<file path="config.mk">
export PLATFORM = sky130hd
export DESIGN_NAME = greater_than_cmp
export DESIGN_NICKNAME = d
export VERILOG_FILES = /design/src/rtl/greater_than_cmp.sv
export SDC_FILE = /design/constraint.sdc
export NUM_CORES = 1
export LEC_CHECK = 0
export CAP_MARGIN = 20
export CORE_MARGIN = 2
export CORE_UTILIZATION = 34
export DETAILED_ROUTE_END_ITERATION = 12
export PLACE_DENSITY = 0.79
export SLEW_MARGIN = 20
export SYNTH_ARGS = -nofsm -noshare
export SYNTH_HDL_FRONTEND = slang
export SYNTH_SLANG_ARGS = --single-unit
</file>
<file path="constraint.sdc">
create_clock -name clk -period 1 [get_ports clk]
set_clock_uncertainty 0.05 [all_clocks]
set_input_delay 0.3 -clock clk [delete_from_list [all_inputs] [get_ports clk]]
set_output_delay 0.3 -clock clk [all_outputs]
set_load 0.005 [all_outputs]
</file>
<file path="src/rtl/greater_than_cmp.sv">
// Registered signed/unsigned magnitude comparator producing gt/eq/lt flags.
// Define GT_PIPE2_EN for a two-stage (latency 2) version built from registered half-word compares.
module greater_than_cmp #(
    parameter int WIDTH = 16
) (
    input  logic             clk,
    input  logic             rst_n,
    input  logic             in_valid,
    input  logic [WIDTH-1:0] in_a,
    input  logic [WIDTH-1:0] in_b,
    input  logic             unsigned_mode,
    output logic             out_valid,
    output logic             out,
    output logic             eq,
    output logic             lt
);

    localparam int HALF = WIDTH / 2;
    localparam logic [HALF-1:0] HI_MSB = HALF'(1) << (HALF - 1);

    logic [HALF-1:0] hiA;
    logic [HALF-1:0] hiB;
    logic [HALF-1:0] loA;
    logic [HALF-1:0] loB;
    logic            hiGt;
    logic            hiEq;
    logic            loGt;
    logic            loEq;

    // Flipping the sign bit maps two's-complement order onto unsigned order,
    // so the signed compare never overflows the way an A-B subtraction would.
    always_comb begin
        hiA  = in_a[WIDTH-1:HALF] ^ (unsigned_mode ? '0 : HI_MSB);
        hiB  = in_b[WIDTH-1:HALF] ^ (unsigned_mode ? '0 : HI_MSB);
        loA  = in_a[HALF-1:0];
        loB  = in_b[HALF-1:0];
        hiGt = (hiA > hiB);
        hiEq = (hiA == hiB);
        loGt = (loA > loB);
        loEq = (loA == loB);
    end

    logic gtComb;
    logic eqComb;
    logic resultValid;

`ifdef GT_PIPE2_EN
    logic stage1Valid;
    logic hiGtReg;
    logic hiEqReg;
    logic loGtReg;
    logic loEqReg;

    always_ff @(posedge clk or negedge rst_n) begin
        if (!rst_n) begin
            stage1Valid <= 1'b0;
            hiGtReg     <= 1'b0;
            hiEqReg     <= 1'b0;
            loGtReg     <= 1'b0;
            loEqReg     <= 1'b0;
        end else begin
            stage1Valid <= in_valid;
            if (in_valid) begin
                hiGtReg <= hiGt;
                hiEqReg <= hiEq;
                loGtReg <= loGt;
                loEqReg <= loEq;
            end
        end
    end

    assign gtComb      = hiGtReg | (hiEqReg & loGtReg);
    assign eqComb      = hiEqReg & loEqReg;
    assign resultValid = stage1Valid;
`else
    assign gtComb      = hiGt | (hiEq & loGt);
    assign eqComb      = hiEq & loEq;
    assign resultValid = in_valid;
`endif

    // Flags only move on a valid result; an idle cycle just drops out_valid.
    always_ff @(posedge clk or negedge rst_n) begin
        if (!rst_n) begin
            out_valid <= 1'b0;
            out       <= 1'b0;
            eq        <= 1'b0;
            lt        <= 1'b0;
        end else begin
            out_valid <= resultValid;
            if (resultValid) begin
                out <= gtComb;
                eq  <= eqComb;
                lt  <= ~gtComb & ~eqComb;
            end
        end
    end

endmodule

</file>
After elaboration in Yosys (flattened, before gate mapping)
Cells that the tools add are included.

Memory bits (writable): 0. Register bits: 4. Bits in read-only memories: 0. Memories kept: 0. Output and inout port bits: 4. Input bits: 36. Latch bits: 0. Word-level logic and storage cells: 17.

$lt $le $gt $ge: 2. $add $sub $neg: 0. Reductions and logical operators: 0. Mux-type cells: 1. Bitwise operators: 8. Multiply operators: 0. Shift operators: 0. Divide/modulo/power cells: 0. Equal/unequal tests: 2.

Operators by type and width (number): 8-bit == test (2); 8-bit > comparator (2); 8-bit XOR (2); 8-bit 2-to-1 mux (1); 1-bit AND (3); 1-bit inverter (2); 1-bit bitwise OR (1).

Logic depth before layout (Yosys ltp)
Gate-level depths: netlist of the first run.

Depth in word-level cells: 7. Depth in mapped cells: 7. Depth with buffers taken out: 7.

Worst setup path before layout of the first run
OpenSTA, ideal clock, no wires.

Path type: in2reg. Start: in unsigned_mode. End: reg lt. Setup time: 0.120 ns. Data arrival time: 1.332 ns. Setup slack: -0.502 ns. Stages: 6. Cells stage by stage: xor2_1 ha_1 nand4_1 nor2_1 o31ai_1 a31o_1.

Word-level cells in the longest chain between the ends: 7. Elaborated cells on any way between the ends: 11. Those cells by class: order compare (1); eq/ne (1); mux (1); bitwise (8).

Ends and longest elaborated chain: start: declaration (RTL line 11) `input logic unsigned_mode,`; 8-bit 2-to-1 mux (*) (RTL line 33, 34); parallel branches: the longest is 5 deep, another holds 8-bit > comparator; 1-bit AND (*) (RTL line 93) `lt <= ~gtComb & ~eqComb;`; end signal: assignment (RTL line 93); end: declaration (RTL line 15) `output logic lt`.

Mark *: on every way between the ends. A chain may end at the register's enable or synchronous reset.

Final worst setup path of the first run
Start: in in_b[15]. End: reg lt.

Word-level cells in the longest chain between the ends: 6. Elaborated cells on any way between the ends: 9. Those cells by class: order compare (1); eq/ne (1); bitwise (7).

Ends and longest elaborated chain: start: declaration (RTL line 10) `input logic [WIDTH-1:0] in_b,`; 8-bit XOR (*) (RTL line 34) `hiB = in_b[WIDTH-1:HALF] ^ (unsigned_mode ? '0 : HI_MSB);`; parallel branches: the longest is 4 deep, another holds 8-bit > comparator; 1-bit AND (*) (RTL line 93).

Marks and branches as above.

==> results of run 1 <==
[registers in the layout (all words and copies together) (netlist names)]
signal,flops
out_valid,1
eq,1
out,1
lt,1
[critical path, cell delays in order]
cell	delay, ps
sky130_fd_sc_hd__buf_6	90
sky130_fd_sc_hd__xor2_1	150
sky130_fd_sc_hd__ha_1	310
sky130_fd_sc_hd__nand4_1	170
sky130_fd_sc_hd__nor2_2	170
sky130_fd_sc_hd__o31ai_1	90
sky130_fd_sc_hd__a31o_1	200
[power by group through the flow]
stage	registers, uW	clock network (uW)	logic (uW)
global route	190	211	447
CTS	187	206	390
floorplan	191	0	156
finish	186	192	402
global placement	190	0	369
detailed placement	189	0	378
[layout by cell type (no fill, tap or decap), types with 3 or more instances in the layout]
master	Yosys	routed
sky130_fd_sc_hd__a21oi_1	7	4
sky130_fd_sc_hd__a21oi_2	1	4
sky130_fd_sc_hd__buf_2	0	7
sky130_fd_sc_hd__buf_4	0	4
sky130_fd_sc_hd__clkbuf_4	0	3
sky130_fd_sc_hd__dfrtp_1	4	4
sky130_fd_sc_hd__dlygate4sd2_1	0	26
sky130_fd_sc_hd__ha_1	16	5
sky130_fd_sc_hd__ha_4	0	11
sky130_fd_sc_hd__inv_1	16	5
sky130_fd_sc_hd__inv_2	0	11
sky130_fd_sc_hd__nand4_1	4	4
[area by class of cell]
type                            instances  share of cell area, %
Tap cell                               16                   1.79
Multi-Input combinational cell         49                   50.1
Sequential cell                         4                   8.95
Inverter                               16                   5.37
Timing Repair Buffer                   43                   31.8
Clock buffer                            3                   2.01
[routing by layer]
layer / routed length [um] / share of wire (%)
met5: 0 / 0
met4: 0 / 0
met3: 104 / 7.2
met2: 675 / 47
met1: 660 / 46
[kinds of logic (layout without fill, tap and decap cells)]
kind of cell	Yosys count	count (layout)	synth area share (%)
XOR/XNOR	2	2	3.08
AO/OA/AOI/OAI	18	18	20.4
flip-flops	4	4	17.6
AND/OR/NAND/NOR	13	13	13.2
buffers and inverters	16	62	10.5
adder cells (fa/ha/maj)	16	16	35.2
[through the flow]
| stage | util (%) | hold slack, ps | TNS (ps) |
|---|---|---|---|
| finish | 72.6 | 218 | -1370 |
| global route | 72.6 | 227 | -1730 |
| CTS | 71.8 | 212 | -1420 |
| detailed placement | 64.5 | 462 | -3690 |
| global placement | 64.5 | 468 | -3560 |
| floorplan | - | -45.6 | -1100 |
[worst max path at each step]
stage                  startpoint  slack, ps   to  depth (start not counted)
finish                   in_b[15]       -410   lt                          7
floorplan           unsigned_mode       -430   lt                          6
global placement    unsigned_mode       -960  out                          7
detailed placement  unsigned_mode      -1030   lt                          7
CTS                      in_b[15]       -410   lt                          7
global route             in_b[15]       -480   lt                          7
[repair_timing]
item,CTS,global route
buffers inserted,1,1
setup endpoints to repair,7,7
gates resized for setup,92,1
pin swaps,25,4
==> results.txt, run 1 <==
The final reports fail on negative setup slack. After floorplanning, the core was sized to cover 1540 um2. From bottom edge to top edge, the die measures ~45 um. TritonCTS built the clock tree.

The vias after detailed routing is about 630. The internal portion of the total power is roughly 550 uW. The analysis attributes to cell leakage a power of around 0.00053 uW.

The count of state elements after synthesis is 4. The classification of the worst-slack hold path is input pin to asynchronous set/reset pin. The final hold violation count came out at 0. The power per cell area is between 600 and 700 nW/um2. The power share of the combinational group is 51.6%. The distinct cell type count of the synthesized netlist is 21. After synthesis, the largest area contributor takes up 35.2% of total cell area.

The number of global-route vias before repair is 616. From synthesis to final layout, the design area changed by 96.5%. The number of H-tree levels is 1. The share of cells above drive strength 1 came out at about two fifths.

The worst slew margin relative to its limit is 82.6%. The HPWL after detailed placement is 1220 um. In this run, flip-flops and latches consume between 20% and 30% of the power. The switching power of the nets came out at ~230 uW. The average cell area after synthesis came out at 8.25 um2.

IR analysis of the VDD net gives a maximum drop of about 0.63 mV. The pin slew with the least headroom to its limit came out at 259 ps. The startpoint identified for the worst register-to-register timing path is lt. Summing internal, switching and leakage power gives 780 uW. Summing all multi-input logic gate instances after layout gives around 560 um2.

The clock sink count is 4. The global-route track usage on met2 came out at 25.7%. The overall fraction of global-route tracks in use came out at around 16%. The most congested layer reported by global routing is met2. The net total in the final layout is 169. Port buffering added 39 buffers. The commonest cells after synthesis are 16 x sky130_fd_sc_hd__ha_1, 16 x sky130_fd_sc_hd__inv_1, 7 x sky130_fd_sc_hd__a21oi_1, 4 x sky130_fd_sc_hd__dfrtp_1, 4 x sky130_fd_sc_hd__nand4_1. Dividing the detail-routed via count by the number of cells gives roughly 4.8. 40 I/O pins were placed. The number of clock buffers added by TritonCTS is 3. The cell taking the most area after synthesis is sky130_fd_sc_hd__ha_1. After synthesis, flip-flops and latches occupy 17.6% of the total area. The final setup violation count is 7.

The initial antenna violation count is 0. Of the total power, the share spent switching nets is 30.0%. Once the floorplan was initialized, standard cells occupied 36.9% of the core. The number of hold buffers added after cts is 0. The flow ran to the end, but the final reports show violations. The category of the worst setup path capture point is a register. The die outline area came out at 2020 um2. The reg-to-reg critical path endpoint is lt. At the end of routability-driven placement, the weighted congestion stood at 0.723.

The remaining routing DRC violations is 0. The instance area at placement came out at 995 um2. The total length of routed wires came out at between 1000 and 1500 um. The clock transition at the registers of the reported paths came out at 30 ps. The synthesized design contains 0 enable-type register cells. The total iterations of the first detailed-routing run came out at 2. The worst endpoint required time came out at 1060 ps.

Across the whole layout, storage elements account for 100 um2. For the finished layout, the period the worst path requires is around 1400 ps. Counting cells, the worst reg-to-reg path comes to 2. Clock tree synthesis selected as its root buffer the cell sky130_fd_sc_hd__clkbuf_4.

The number of placement rows is 14. In the final routed layout, each cell accounts on average for 11.0 um. For met3 alone, demand over resource in global routing was 4.40%.

The non-filler instance count after layout is 131. 0 antenna diodes ended up in the layout. The cell count after synthesis came out at between 60 and 70. The most used flip-flop cell after synthesis is sky130_fd_sc_hd__dfrtp_1.

The top achievable clock speed came out at 708 MHz. The number of warnings issued by yosys is 0. The share of synthesized flip-flops with an asynchronous set or reset is 100%. The detail route stage leaves a number of antenna-violating nets equal to 0. Ranked by total cell area, the synthesized netlist is headed by sky130_fd_sc_hd__ha_1 35%, sky130_fd_sc_hd__dfrtp_1 18%, sky130_fd_sc_hd__inv_1 11%.

The placement-stage worst setup slack is -1030 ps. The buffer levels on the longest clock path is 2. The number of violations of the max-capacitance limit is 0. The part of the cycle the worst path needs came out at 141%. The count of fill cells added during filler insertion came out at 131.

In this run, the number of DRC markers left after iteration 0 of detailed routing was 2. STA classifies the critical path startpoint as an input pin. The largest fanout on the critical path came out at 3. The number of pins with negative max-slew slack in the final report is 0. The horizontal extent of the die came out at 44.9 um.

Global routing finished with a remaining overflow of 0. Entering global routing, the biggest net connects 7 pins. The clock network accounts for 24.6% of the total power. The number of instances in the placed design is 126. The slack of the worst reg-to-reg path is 170 ps. The design area is roughly 1100 um2.

The met1 track demand over resource in global routing came out at 19.1%. The net count of the mapped netlist is 121. The later-pin clock latency in the skew report is 230 ps. Setup repair after global routing could not meet its margin everywhere.

The synthesized netlist occupies a cell area of 569 um2. By startpoint and endpoint, the worst setup path is classified as input pin to register. The endpoint arrival time on the critical path is 1480 ps. The first global-routing pass estimated 2310 um of wire. The final worst setup slack is -413 ps.
No activity file was read; power rests on OpenSTA's default activity.
==> run 2, diff against run 1 <==
--- a/config.mk
+++ b/config.mk
@@ -5,11 +5,13 @@
 export SDC_FILE = /design/constraint.sdc
 export NUM_CORES = 1
 export LEC_CHECK = 0
+export ABC_AREA = 1
 export CAP_MARGIN = 20
+export CORE_ASPECT_RATIO = 0.9
 export CORE_MARGIN = 2
-export CORE_UTILIZATION = 34
+export CORE_UTILIZATION = 35
 export DETAILED_ROUTE_END_ITERATION = 12
-export PLACE_DENSITY = 0.79
+export PLACE_DENSITY = 0.78
 export SLEW_MARGIN = 20
 export SYNTH_ARGS = -nofsm -noshare
 export SYNTH_HDL_FRONTEND = slang
==> results.txt, run 2 <==
The flow ran to the end, but the final reports show violations. The checks that failed: negative setup slack. The post-layout minimum cycle time is 1460 ps (+44.0 ps).

The endpoint arrival time on the critical path came to 1530 ps (+50 ps). The design area is 1200 um2 (+7.5%). The number of global-route vias before repair came out at 852 (+38%). The sum of negative setup slack was -1500 ps (-135 ps). The instance area at placement is 1070 um2 (+7.5%). The number of pins with negative max-slew slack in the final report came to 0 (unchanged).

The buffer levels on the longest clock path is 2 (unchanged). The family with the most delay on the worst path is simple AND/OR/NAND/NOR gates. The leakage power figure is 0.000670 uW (+27%). The pin count of the biggest net entering global routing is 5 (-2).

The net total in the final layout is 195 (+15%). The top achievable clock speed is 686 MHz (-3.0%). The number of H-tree levels is 1 (unchanged). The overall fraction of global-route tracks in use is 21.4% (+5.7 points). Leaving out fill and tap cells, the most frequent cells in the layout are 30 x sky130_fd_sc_hd__dlygate4sd2_1, 24 x sky130_fd_sc_hd__nand2_1, 13 x sky130_fd_sc_hd__inv_1.

The wire length of the first global-routing pass is 3440 um (+49%). The final hold violation count came out at 0 (unchanged). The number of inserted diodes is 0 (unchanged). The HPWL after detailed placement came out at 1430 um (+17%).

The die outline area was 2120 um2 (+5.2%). The worst endpoint required time came out at 1070 ps (about the same). The cell count along the critical path is 12 (+5). The initial antenna violation count is 0 (unchanged).

The cell repeated most along the worst path is sky130_fd_sc_hd__nand2_1. The number of flops mapped to enable cells by yosys came out at 0 (unchanged). The vertical die dimension came out at 43.9 um (-2.3%). The number of placement rows is 14 (unchanged). The part of the cycle the worst path needs came out at 146% (+4.4 points).

The placement-stage worst setup slack is -1030 ps (-1.07 ps). The number of violations of the max-capacitance limit came to 0 (unchanged). The routability-driven placement congestion ratio is 0.699 (-3.3%). The net count of the mapped netlist is 145 (+20%). STA classifies the critical path startpoint as an input pin.

The share of synthesized flip-flops with an asynchronous set or reset is 100% (unchanged). The initial standard-cell utilization of the core is 37.2% (+0.29 points). The highest cell delay on the worst timing path is 330 ps (+20 ps).

The overall power of the completed layout came out at 869 uW (+11%). The number of nets with antenna violations after detailed routing came to 0 (unchanged). In the post-synthesis netlist, the cell with the most instances is sky130_fd_sc_hd__nand2_1. The peak supply drop came out at 0.327 mV (-48%). The total length of routed wires came out at 2030 um (+41%).

STA classifies the critical path endpoint as a register. The number of hold buffers added after cts is 0 (unchanged). The later-pin clock latency in the skew report came out at 230 ps (about the same).

Traced cell by cell, the critical path runs through buf_6 -> xor2_1 -> ha_1 -> nand2_2 -> buf_4 -> nor2_1 -> nor2_1 -> nand2_1 -> nand2_2 -> nand2_1 -> nand2_1 -> nand2_1. The clock sink count came to 4 (unchanged). The via-per-instance ratio is 4.58 (-4.6%). The cell with the biggest individual delay on the critical path is sky130_fd_sc_hd__ha_1. The layout overhead on the synthesized area came out at 94.1%.

The core outline area is 1660 um2 (+8.0%). The clock transition at the registers of the reported paths is 40 ps (about the same). The average wire per cell in the routed design came out at 12.3 um (+12%). The pin slew with the least headroom to its limit is 178 ps (-80.5 ps). The power per cell area came out at 722 nW/um2 (+3.6%). The number of CTS-inserted buffers is 3 (unchanged). The DRC violation total after the first TritonRoute iteration came out at 1 (-1). The worst reg2reg path depth came out at 4 (+2). The commonest cells after synthesis are 26 x sky130_fd_sc_hd__nand2_1, 22 x sky130_fd_sc_hd__inv_1, 16 x sky130_fd_sc_hd__ha_1, 11 x sky130_fd_sc_hd__nor2_1. In the synthesized netlist the dominant register cell turns out to be sky130_fd_sc_hd__dfrtp_1.

The most common library cell in the layout ignoring fill and taps is sky130_fd_sc_hd__dlygate4sd2_1. The number of I/O port buffers is 39 (unchanged). The count of state elements after synthesis came out at 4 (unchanged). The netlist area before placement is 619 um2 (+8.8%). The TritonCTS clock tree is done. The slack of the worst reg-to-reg path is 70 ps (-100 ps). The worst slew margin relative to its limit was 88.1% (+5.5 points).

The average cell area after synthesis is 6.66 um2 (-19%). The overall overflow remaining after global route was 0 (unchanged). Ranked by total cell area, the synthesized netlist is headed by sky130_fd_sc_hd__ha_1 32%, sky130_fd_sc_hd__dfrtp_1 16%, sky130_fd_sc_hd__nand2_1 16%. The worst setup path is of the input pin to register kind. The post-synthesis sequential area ratio came out at 16.2% (-1.4 points). The total iterations of the first detailed-routing run came out at 4 (+2).

The horizontal extent of the die is 48.3 um (+7.6%). In this run the clock root is driven by a sky130_fd_sc_hd__clkbuf_4. The final setup violation count is 7 (unchanged).

The top cell type's share of synthesized area came out at 32.3% (-2.8 points). The critical path buffer and inverter count was 2 (+1). The I/O pin count is 40 (unchanged). The distinct cell type count of the synthesized netlist came out at 14 (-33%). The largest fanout on the critical path is 2 (-1).

sky130_fd_sc_hd__ha_1 takes more of the synthesized area than any other cell. The number of warnings issued by yosys is 0 (unchanged). The number of standard cells after synthesis is 93 (+35%).

The share of cells above drive strength 1 was 32.6% (-6.5 points). The final worst setup slack came to -457 ps (-44.0 ps). The remaining routing DRC violations is 0 (unchanged). The tightest min-delay check is of the input pin to asynchronous set/reset pin type. The vias after detailed routing is 755 (+20%). Setup repair after global routing could not meet its margin everywhere.
[run 2: changes by cell type in the layout (fill, tap and decap cells not counted), sizes merged, moves of 2 or more]
cell / change
dlygate4sd2: +4
inv: +7
nand4: -3
clkdlybuf4s15: -2
nand2: +26
o21ai: -3
a21o: +2
nor2b: -3
o211ai: -2
a21oi: -4
nor2: +9
[run 2: logic make-up after synthesis]
family                   after synthesis  share of synthesized area [%]
AND/OR/NAND/NOR                       42                           29.1
buffers and inverters                 23                           13.9
adder cells (fa/ha/maj)               16                           32.3
AO/OA/AOI/OAI                          6                           5.66
flip-flops                             4                           16.2
XOR/XNOR                               2                           2.83
[run 2: cell type report]
type                    instances  area [um2]
repair buffers                 45         382
inverters                      23        86.3
fillers                       129         462
flip-flops and latches          4         100
clock buffers                   3        22.5
multi-input cells              66         582
well taps                      24        30.0
[run 2: report_power, final]
group / internal, uW / total (uW) / switching [uW] / leakage, uW
Combinational: 262 / 480 / 219 / 0.000608
Sequential: 183 / 192 / 9.27 / 0.0000485
Clock: 134 / 196 / 62.4 / 0.0000138
[run 2: timing repair]
item                       in CTS  in global routing
buffers inserted                2                  0
resized for setup              85                  3
setup endpoints to repair       7                  7
pin swaps                      30                  6
[run 2: worst register-to-register path, delay by kind of cell, from the launching register on]
family	cells	cell delay, ps
simple gates	2	170
buf+inv	2	240
flops	1	360
[run 2: worst paths after layout]
| path | to | start |
|---|---|---|
| setup / recovery | out | in_b[15] |
| hold / removal | eq | rst_n |
| min in group clk | out | out |
| setup reg to reg | eq | eq |
| max in group asynchronous | out_valid | rst_n |
| hold reg to reg | out | out |
[run 2: stage by stage]
step,utilization [%],cells,hold WS [ps]
2_1_floorplan,-,93,-45.6
3_3_place_gp,64.3,160,463
3_5_place_dp,64.3,160,460
4_1_cts,71.8,165,217
5_1_grt,72.3,165,239
6_report,72.3,165,215
[run 2: routing by layer]
metal	track usage (%)	part of all wire [%]	vias up
met4	12.6	4.2	0
met3	5.17	6.0	12
met1	17.0	32	337
met5	0	0	-
met2	47.2	58	28
li1	-	-	378
